$ cat src/rtl/phase_dec_pkg.sv
// Shared types and constants for the phase-encoded line decoder.
// Also carries the encoder line model used to drive stimulus.
package phase_dec_pkg;

  typedef enum logic {
    HUNT   = 1'b0,
    LOCKED = 1'b1
  } sync_state_e;

  localparam int BYTE_W       = 8;
  localparam int DEF_LOCK_CNT = 4;
  localparam int DEF_ERR_W    = 8;

  // Returns {t1, t2} for encoder state (p, q) and data bit x.
  function automatic logic [1:0] enc_line(
    input logic p,
    input logic q,
    input logic x
  );
    return {~p, x ^ ~(p ^ q)};
  endfunction

endpackage

$ cat src/rtl/phase_deser.sv
// LSB-first deserializer: packs recovered bits into bytes.
// Clear discards the partial byte; byte_out holds until the next one completes.
module phase_deser
  import phase_dec_pkg::*;
(
  input  logic              clk,
  input  logic              res,
  input  logic              shift_en,
  input  logic              bit_in,
  input  logic              clear,
  output logic [BYTE_W-1:0] byte_out,
  output logic              byte_vld
);

  localparam int CW = $clog2(BYTE_W);

  logic [CW-1:0]     bit_cnt_q, bit_cnt_d;
  logic [BYTE_W-1:0] shreg_q, shreg_d;
  logic [BYTE_W-1:0] byte_q, byte_d;
  logic              vld_q, vld_d;

  always_comb begin
    bit_cnt_d = bit_cnt_q;
    shreg_d   = shreg_q;
    byte_d    = byte_q;
    vld_d     = 1'b0;
    if (clear) begin
      bit_cnt_d = '0;
      shreg_d   = '0;
    end else if (shift_en) begin
      shreg_d[bit_cnt_q] = bit_in;
      if (bit_cnt_q == CW'(BYTE_W - 1)) begin
        byte_d    = shreg_d;
        vld_d     = 1'b1;
        bit_cnt_d = '0;
      end else begin
        bit_cnt_d = bit_cnt_q + CW'(1);
      end
    end
  end

  always_ff @(posedge clk or negedge res) begin
    if (!res) begin
      bit_cnt_q <= '0;
      shreg_q   <= '0;
      byte_q    <= '0;
      vld_q     <= 1'b0;
    end else begin
      bit_cnt_q <= bit_cnt_d;
      shreg_q   <= shreg_d;
      byte_q    <= byte_d;
      vld_q     <= vld_d;
    end
  end

  assign byte_out = byte_q;
  assign byte_vld = vld_q;

endmodule

$ cat src/rtl/phase_decoder.sv
// Receive-side decoder for the 2-bit phase line: recovers bits,
// locks on t1 alternation, counts phase errors and assembles bytes.
module phase_decoder
  import phase_dec_pkg::*;
#(
  parameter int LOCK_CNT = DEF_LOCK_CNT,
  parameter int ERR_W    = DEF_ERR_W
) (
  input  logic              clk,
  input  logic              res,
  input  logic              t1,
  input  logic              t2,
  output logic              x,
  output logic              x_vld,
  output logic [BYTE_W-1:0] byte_out,
  output logic              byte_vld,
  output logic              locked,
  output logic              err,
  output logic [ERR_W-1:0]  err_cnt
);

  sync_state_e      state_q, state_d;
  logic [3:0]       alt_q, alt_d;
  logic             t1_d_q, t2_d_q;
  logic             x_q, x_d;
  logic             xv_q, xv_d;
  logic             err_q, err_d;
  logic [ERR_W-1:0] cnt_q, cnt_d;
  logic             alt;
  logic             x_hat;
  logic             shift_en;
  logic             clear;

  assign alt   = (t1 != t1_d_q);
  assign x_hat = t2 ^ t1 ^ t2_d_q;

  always_comb begin
    state_d  = state_q;
    alt_d    = alt_q;
    x_d      = x_q;
    xv_d     = 1'b0;
    err_d    = 1'b0;
    cnt_d    = cnt_q;
    shift_en = 1'b0;
    clear    = 1'b0;
    unique case (state_q)
      HUNT: begin
        clear = 1'b1;
        if (!alt) begin
          alt_d = '0;
        end else if (alt_q == 4'(LOCK_CNT - 1)) begin
          alt_d   = '0;
          state_d = LOCKED;
        end else begin
          alt_d = alt_q + 4'd1;
        end
      end
      LOCKED: begin
        if (alt) begin
          x_d      = x_hat;
          xv_d     = 1'b1;
          shift_en = 1'b1;
        end else begin
          // Phase slip: drop the partial byte and hunt again.
          err_d   = 1'b1;
          clear   = 1'b1;
          alt_d   = '0;
          state_d = HUNT;
          if (cnt_q != {ERR_W{1'b1}}) begin
            cnt_d = cnt_q + ERR_W'(1);
          end
        end
      end
      default: state_d = HUNT;
    endcase
  end

  always_ff @(posedge clk or negedge res) begin
    if (!res) begin
      state_q <= HUNT;
      alt_q   <= '0;
      t1_d_q  <= 1'b0;
      t2_d_q  <= 1'b0;
      x_q     <= 1'b0;
      xv_q    <= 1'b0;
      err_q   <= 1'b0;
      cnt_q   <= '0;
    end else begin
      state_q <= state_d;
      alt_q   <= alt_d;
      t1_d_q  <= t1;
      t2_d_q  <= t2;
      x_q     <= x_d;
      xv_q    <= xv_d;
      err_q   <= err_d;
      cnt_q   <= cnt_d;
    end
  end

  phase_deser u_deser (
    .clk      (clk),
    .res      (res),
    .shift_en (shift_en),
    .bit_in   (x_hat),
    .clear    (clear),
    .byte_out (byte_out),
    .byte_vld (byte_vld)
  );

  assign x       = x_q;
  assign x_vld   = xv_q;
  assign locked  = (state_q == LOCKED);
  assign err     = err_q;
  assign err_cnt = cnt_q;

endmodule

$ cat config.mk
export PLATFORM = sky130hd
export DESIGN_NAME = phase_decoder
export DESIGN_NICKNAME = d
export VERILOG_FILES = /design/src/rtl/phase_dec_pkg.sv /design/src/rtl/phase_deser.sv /design/src/rtl/phase_decoder.sv
export SDC_FILE = /design/constraint.sdc
export NUM_CORES = 1
export LEC_CHECK = 0
export ABC_CLOCK_PERIOD_IN_PS = 1400
export CORE_MARGIN = 2
export CORE_UTILIZATION = 48
export DETAILED_ROUTE_END_ITERATION = 12
export PLACE_DENSITY = 0.85
export SYNTH_ARGS = -nofsm -noshare
export SYNTH_HDL_FRONTEND = slang
export SYNTH_SLANG_ARGS = --single-unit
$ cat constraint.sdc
create_clock -name clk -period 1.4 [get_ports clk]
set_input_delay 0.28 -clock clk [delete_from_list [all_inputs] [get_ports clk]]
set_output_delay 0.28 -clock clk [all_outputs]
set_load 0.02 [all_outputs]
==> run summary, run 1 <==
share of the synthesized area in the top cell type - 56.0%
Yosys cell types - 36
Chip Height - 63.5 microns
Worst Slack Setup Final - -0.0354 ns
Leak Pwr - 1.18 nW
Crit path max-delay family - flip-flops
Final Max Slew Viols - 0
CTS Buf Count - 5
drt total wl - 3350 microns
Worst path slowest cell - dfrtp_2
pre-CTS WS - -0.438 ns
Vias - 1194
DIE AREA - 4030 sq um
number of global-route vias before repair - 1248
initial core utilization - 50.4%
Clock Latency Late Sink - 0.35 ns
failing checks - setup timing
slew at the pin closest to its max-slew limit - 0.486 ns
pin count of the biggest net entering global routing - 21
Finished Core Util - 66.9%
Hold WS - 0.308 ns
Finish-stage setup viols - 1
Clock transition at path regs - 0.11 ns
CTS max path bufs - 2
Hold Fails Final Rpt - 0
RSZ-0062 raised after global routing - true
run status - complete, but fails checks
CP Cell Sequence - ha_4 > nand3_4 > o311ai_4 > buf_6 > mux2_4
number of H-tree levels - 2
Yosys reg bits - 38
total I/O pin count - 25
Fmax - 0.697 GHz
antenna fix cells - 0
gpl congestion - 0.781
path type of the worst min-delay path - primary input to register
Synth Warn # - 0
max cap viols - 0
sequential share of the synthesized area - 56.0%
drt initial violations - 70
nets@finish - 200
Area Growth Syn to Fin - 32.7%
minimum clock period - 1.44 ns
CORE AREA - 3360 sq um
Root Buffer - clkbuf_4
Routed Antenna Nets - 0
post-route setup TNS - -0.0354 ns
layout cell share with drive strength beyond 1 - 31.8%
chip width - 63.5 microns
synthesized net count - 150
CP Class - register to register
HPWL Detailed - 2260 microns
largest area contributor in the netlist - dfrtp_1
Cell Area, Synth - 1700 sq um
required time of the critical path - 1.63 ns
VDD IR max - 1.02 mV
DR DRC count - 0
Critical Path End Type - register
CP max stage delay - 0.42 ns
Worst Clk Skew - 0.0130 ns
routed length per instance - 14.1 microns
total power - 2.85 mW
power density cells - 1270 nW/um^2
CP startpoint kind - register
vias per std cell - 5.02
Worst slew margin - 67.6%
GRT Residual Overflow - 0
total global-route track usage - 18.4%
global-route wire length before repair - 5820 microns
Mapped Cells - 142
syn avg cell area - 11.9 sq um
clock sink count - 38
CTS tree - built
initial antenna violation count - 0
final period utilization - 103%
WP data arrival - 1.67 ns
worst-path fanout max - 6
Synth area leaders - dfrtp_1 (56%), mux2i_1 (5.3%), nor2_1 (4.6%)
PortBufs - 24
row count - 21
WP buf/inv - 1
TritonRoute pass-1 iters - 4
[state kept, by name (all words and copies together) (netlist names), 3 cells and up]
name	count
alt_q	4
err_cnt	8
u_deser.bit_cnt_q	3
u_deser.byte_out	8
u_deser.shreg_q	8
[final timing paths]
path                                   endpoint  slack, ns  depth (start not counted)           startpoint
setup / recovery                     err_cnt[1]      -0.04                          5           err_cnt[1]
min in group asynchronous  u_deser.bit_cnt_q[0]       0.41                          2                  res
max in group asynchronous    u_deser.shreg_q[0]       0.52                          3                  res
hold / removal                           t1_d_q       0.31                          1                   t1
setup reg to reg                     err_cnt[1]      -0.04                          5           err_cnt[1]
hold reg to reg             u_deser.byte_out[6]       0.49                          2  u_deser.byte_out[6]
[layout make-up]
| type | instances | area [sq um] |
|---|---|---|
| flip-flops and latches | 38 | 956 |
| clock buffers | 6 | 51.3 |
| multi-input cells | 96 | 764 |
| clock inverters | 1 | 30.0 |
| well taps | 46 | 57.6 |
| fillers | 286 | 1110 |
| repair buffers | 47 | 377 |
| inverters | 4 | 15.0 |
[cells in the mapped netlist]
master,instances
a21oi_1,3
a31oi_1,1
and2_1,2
and3_1,1
buf_2,1
buf_4,1
buf_6,1
clkbuf_1,1
clkbuf_8,1
dfrtp_1,38
ha_1,4
inv_1,4
mux2_2,2
mux2_4,1
mux2i_1,9
nand2_1,12
nand2b_4,1
nand3_1,3
nand3_4,1
nand3b_1,2
nand3b_4,1
nand4_1,1
nand4b_1,1
nor2_1,21
nor2b_1,1
nor3_1,3
nor3b_1,3
nor3b_2,1
o21ai_0,9
o21ai_2,1
o311ai_4,1
or4b_2,1
xnor2_1,2
xnor2_2,1
xnor2_4,1
xor2_1,5
[per-stage QoR]
stage / instance area (sq um) / instances
global placement: 2120 / 226
global route: 2250 / 238
floorplan: 1710 / 142
finish: 2250 / 238
detailed placement: 2120 / 226
CTS: 2220 / 237
[metal layers]
metal  part of all wire [%]  GRT usage [%]
met4                    1.9           5.43
met2                     50           30.1
met3                    4.3           5.18
met1                     44           23.9
met5                      0              0
[power breakdown]
part           switching [mW]  total [mW]  leakage, nW  internal (mW)
registers               0.103        1.31        0.513           1.20
clock network           0.351       0.767       0.0443          0.416
logic                   0.386       0.777        0.625          0.390
[cells by family (layout without fill, tap and decap cells)]
family	Yosys count	in the layout	synth area share [%]
AOI/OAI and AO/OA	15	15	5.97
xor gates and xnor gates	9	9	6.20
adders and majority gates	4	4	2.95
buffers and inverters	9	58	3.32
DFF	38	38	56.0
muxes	12	12	7.52
and+or+nand+nor	55	56	18.0
[repair_timing]
action                                 in CTS  in global routing
pin swaps                                   3                  5
hold buffers                                1                  0
cloned                                      0                  1
endpoints found under the hold margin      19                  0
resized for setup                          33                 19
setup buffers                               3                  1
setup endpoints to repair                  28                 26
[cells in the final DEF, fill, tap and decap left out, types with 3 or more instances in the layout]
cell	instances
nand2_1	12
clkbuf_4	5
dfrtp_1	34
o21ai_0	9
nor2_1	20
dfrtp_2	4
buf_4	20
clkbuf_2	7
mux2i_1	9
nor3_1	3
dlygate4sd2_1	12
clkdlybuf4s15_1	3
inv_1	4
xor2_1	5
nand3_1	3
No activity file was read; power rests on OpenSTA's default activity.
==> run 2: changes to the inputs <==
--- a/config.mk
+++ b/config.mk
@@ -10,6 +10,7 @@
 export CORE_UTILIZATION = 48
 export DETAILED_ROUTE_END_ITERATION = 12
 export PLACE_DENSITY = 0.85
+export SKIP_CTS_REPAIR_TIMING = 1
 export SYNTH_ARGS = -nofsm -noshare
 export SYNTH_HDL_FRONTEND = slang
 export SYNTH_SLANG_ARGS = --single-unit
==> run 2 against run 1 <==
Effect of this change: the flow still finishes with violations (setup timing); utilization rose by 2.9 points; global-route usage shrank 0.35 points; clock skew decreased by 0.00077 ns; sequential share of layout area fell by 1.8 points; via count grew 1.4%; die area stayed put; highest routed layer unchanged.
==> run summary, run 2 (synthesis results as in run 1) <==
CTS max path bufs - 2 (unchanged)
routed length per instance - 14.8 microns (+4.9%)
Clock Latency Late Sink - 0.35 ns (about the same)
commonest non-fill, non-tap cell in the layout - dfrtp_1
global-route wire length before repair - 5710 microns (-1.9%)
WP buf/inv - 1 (unchanged)
initial core utilization - 50.4% (unchanged)
post-route setup TNS - -0.0384 ns (-0.00305 ns)
slew at the pin closest to its max-slew limit - 0.486 ns (+0.000482 ns)
Critical Path End Type - register
switching share of total power - 29.2% (-0.28 points)
drt total wl - 3510 microns (+4.9%)
Finished Core Util - 69.8% (+2.9 points)
Fmax - 0.695 GHz (-0.21%)
required time of the critical path - 1.63 ns (about the same)
Hold Fails Final Rpt - 0 (unchanged)
row count - 21 (unchanged)
FILL cells - 264 (-7.7%)
Flop pwr share - 45.5% (-0.3 points)
DIE AREA - 4030 sq um (unchanged)
most frequent cells in the layout - dfrtp_1 (35), dlymetal6s2s_1 (21), nor2_1 (20), buf_4 (20), nand2_1 (12)
chip width - 63.5 microns (unchanged)
final period utilization - 103% (+0.22 points)
total I/O pin count - 25 (unchanged)
Crit path max-delay family - flip-flops
Final Max Slew Viols - 0 (unchanged)
GRT Residual Overflow - 0 (unchanged)
run status - complete, but fails checks
clock sink count - 38 (unchanged)
CP startpoint kind - register
nets@finish - 200 (unchanged)
layout cell share with drive strength beyond 1 - 28.6% (-3.1 points)
CTS tree - built
internal power - 2.03 mW (+1.2%)
TritonRoute pass-1 iters - 4 (unchanged)
worst-path fanout max - 6 (unchanged)
number of H-tree levels - 2 (unchanged)
CP max stage delay - 0.42 ns (about the same)
gpl congestion - 0.781 (unchanged)
Vias - 1211 (+1.4%)
PortBufs - 24 (unchanged)
Chip Height - 63.5 microns (unchanged)
path type of the worst min-delay path - primary input to register
area taken by multi-input logic gates - 764 sq um (unchanged)
CORE AREA - 3360 sq um (unchanged)
failing checks - setup timing
initial antenna violation count - 0 (unchanged)
Routed Antenna Nets - 0 (unchanged)
drt initial violations - 55 (-21%)
number of global-route vias before repair - 1226 (-1.8%)
Worst path slowest cell - dfrtp_2
Net Sw Power - 0.839 mW (-0.16%)
RSZ-0062 raised after global routing - true
Worst Slack Setup Final - -0.0384 ns (-0.00305 ns)
CP Cell Sequence - ha_4 > nand3_4 > o311ai_4 > buf_6 > mux2_4
vias per std cell - 5.09 (+1.4%)
Worst slew margin - 67.6% (about the same)
HPWL Detailed - 2260 microns (unchanged)
pin count of the biggest net entering global routing - 21 (unchanged)
CP Class - register to register
VDD IR max - 0.958 mV (-6.4%)
Leak Pwr - 1.49 nW (+26%)
total global-route track usage - 18.1% (-0.35 points)
max cap viols - 0 (unchanged)
minimum clock period - 1.44 ns (+0.00305 ns)
CTS Buf Count - 5 (unchanged)
antenna fix cells - 0 (unchanged)
WP data arrival - 1.67 ns (about the same)
Area Growth Syn to Fin - 38.3%
Seq. cell area - 955 sq um (-0.13%)
clock share of power - 26.7% (-0.2 points)
Comb pwr share - 27.8% (+0.5 points)
Root Buffer - clkbuf_4
Finish-stage setup viols - 1 (unchanged)
DR DRC count - 0 (unchanged)
power density cells - 1220 nW/um^2 (-3.4%)
Clock transition at path regs - 0.11 ns (about the same)
Worst Clk Skew - 0.0122 ns (-0.000769 ns)
-- run 2: worst paths after layout --
check | startpoint | cells after the start | slack (ns) | endpoint
min in group asynchronous | res | 2 | 0.41 | u_deser.bit_cnt_q[0]
max in group asynchronous | res | 3 | 0.52 | u_deser.shreg_q[0]
worst max-delay path | err_cnt[1] | 5 | -0.04 | err_cnt[1]
worst max register to register | err_cnt[1] | 5 | -0.04 | err_cnt[1]
worst min-delay path | t1 | 1 | 0.20 | t1_d_q
worst min register to register | u_deser.byte_out[6] | 2 | 0.49 | u_deser.byte_out[6]
-- run 2: power groups by stage --
stage	registers [mW]	clock network, mW	logic, mW
3_3_place_gp	1.32	0	0.708
4_1_cts	1.32	0.781	0.762
6_report	1.31	0.766	0.798
3_5_place_dp	1.33	0	0.758
5_1_grt	1.32	0.845	0.876
2_1_floorplan	1.42	0	0.299
-- run 2: metal layers --
metal | vias to the layer above | share of wire (%) | GRT usage (%)
li1 | 577 | - | -
met1 | 587 | 41 | 23.7
met2 | 38 | 51 | 29.2
met3 | 9 | 5.4 | 5.18
met4 | 0 | 2.5 | 5.43
met5 | - | 0 | 0
-- run 2: final cells by class --
class / instances / area share (%)
Multi-Input combinational cell: 96 / 32.6
Clock buffer: 6 / 2.19
Sequential cell: 38 / 40.7
Inverter: 4 / 0.640
Timing Repair Buffer: 47 / 20.2
Clock inverter: 1 / 1.28
Tap cell: 46 / 2.45
-- run 2: worst register-to-register path: cells and delay by family (launching register included) --
kind                     cells  cell delay (ns)
flip-flops                   1             0.42
multiplexers                 1             0.29
adder cells (fa/ha/maj)      1             0.16
AO/OA/AOI/OAI                1             0.22
buffers and inverters        1             0.16
AND/OR/NAND/NOR              1             0.07
-- run 2: stage by stage --
step | total power, mW | hold WS (ns) | setup slack [ns] | cells | instance area (sq um)
after floorplan | 1.71 | -0.0156 | -0.0731 | 142 | 1710
after global placement | 2.03 | 0.254 | -0.375 | 226 | 2120
after detailed placement | 2.09 | 0.268 | -0.438 | 226 | 2120
after CTS | 2.86 | -0.121 | -0.332 | 233 | 2200
after global routing | 3.04 | 0.169 | -0.0847 | 238 | 2350
final | 2.87 | 0.196 | -0.0384 | 238 | 2350
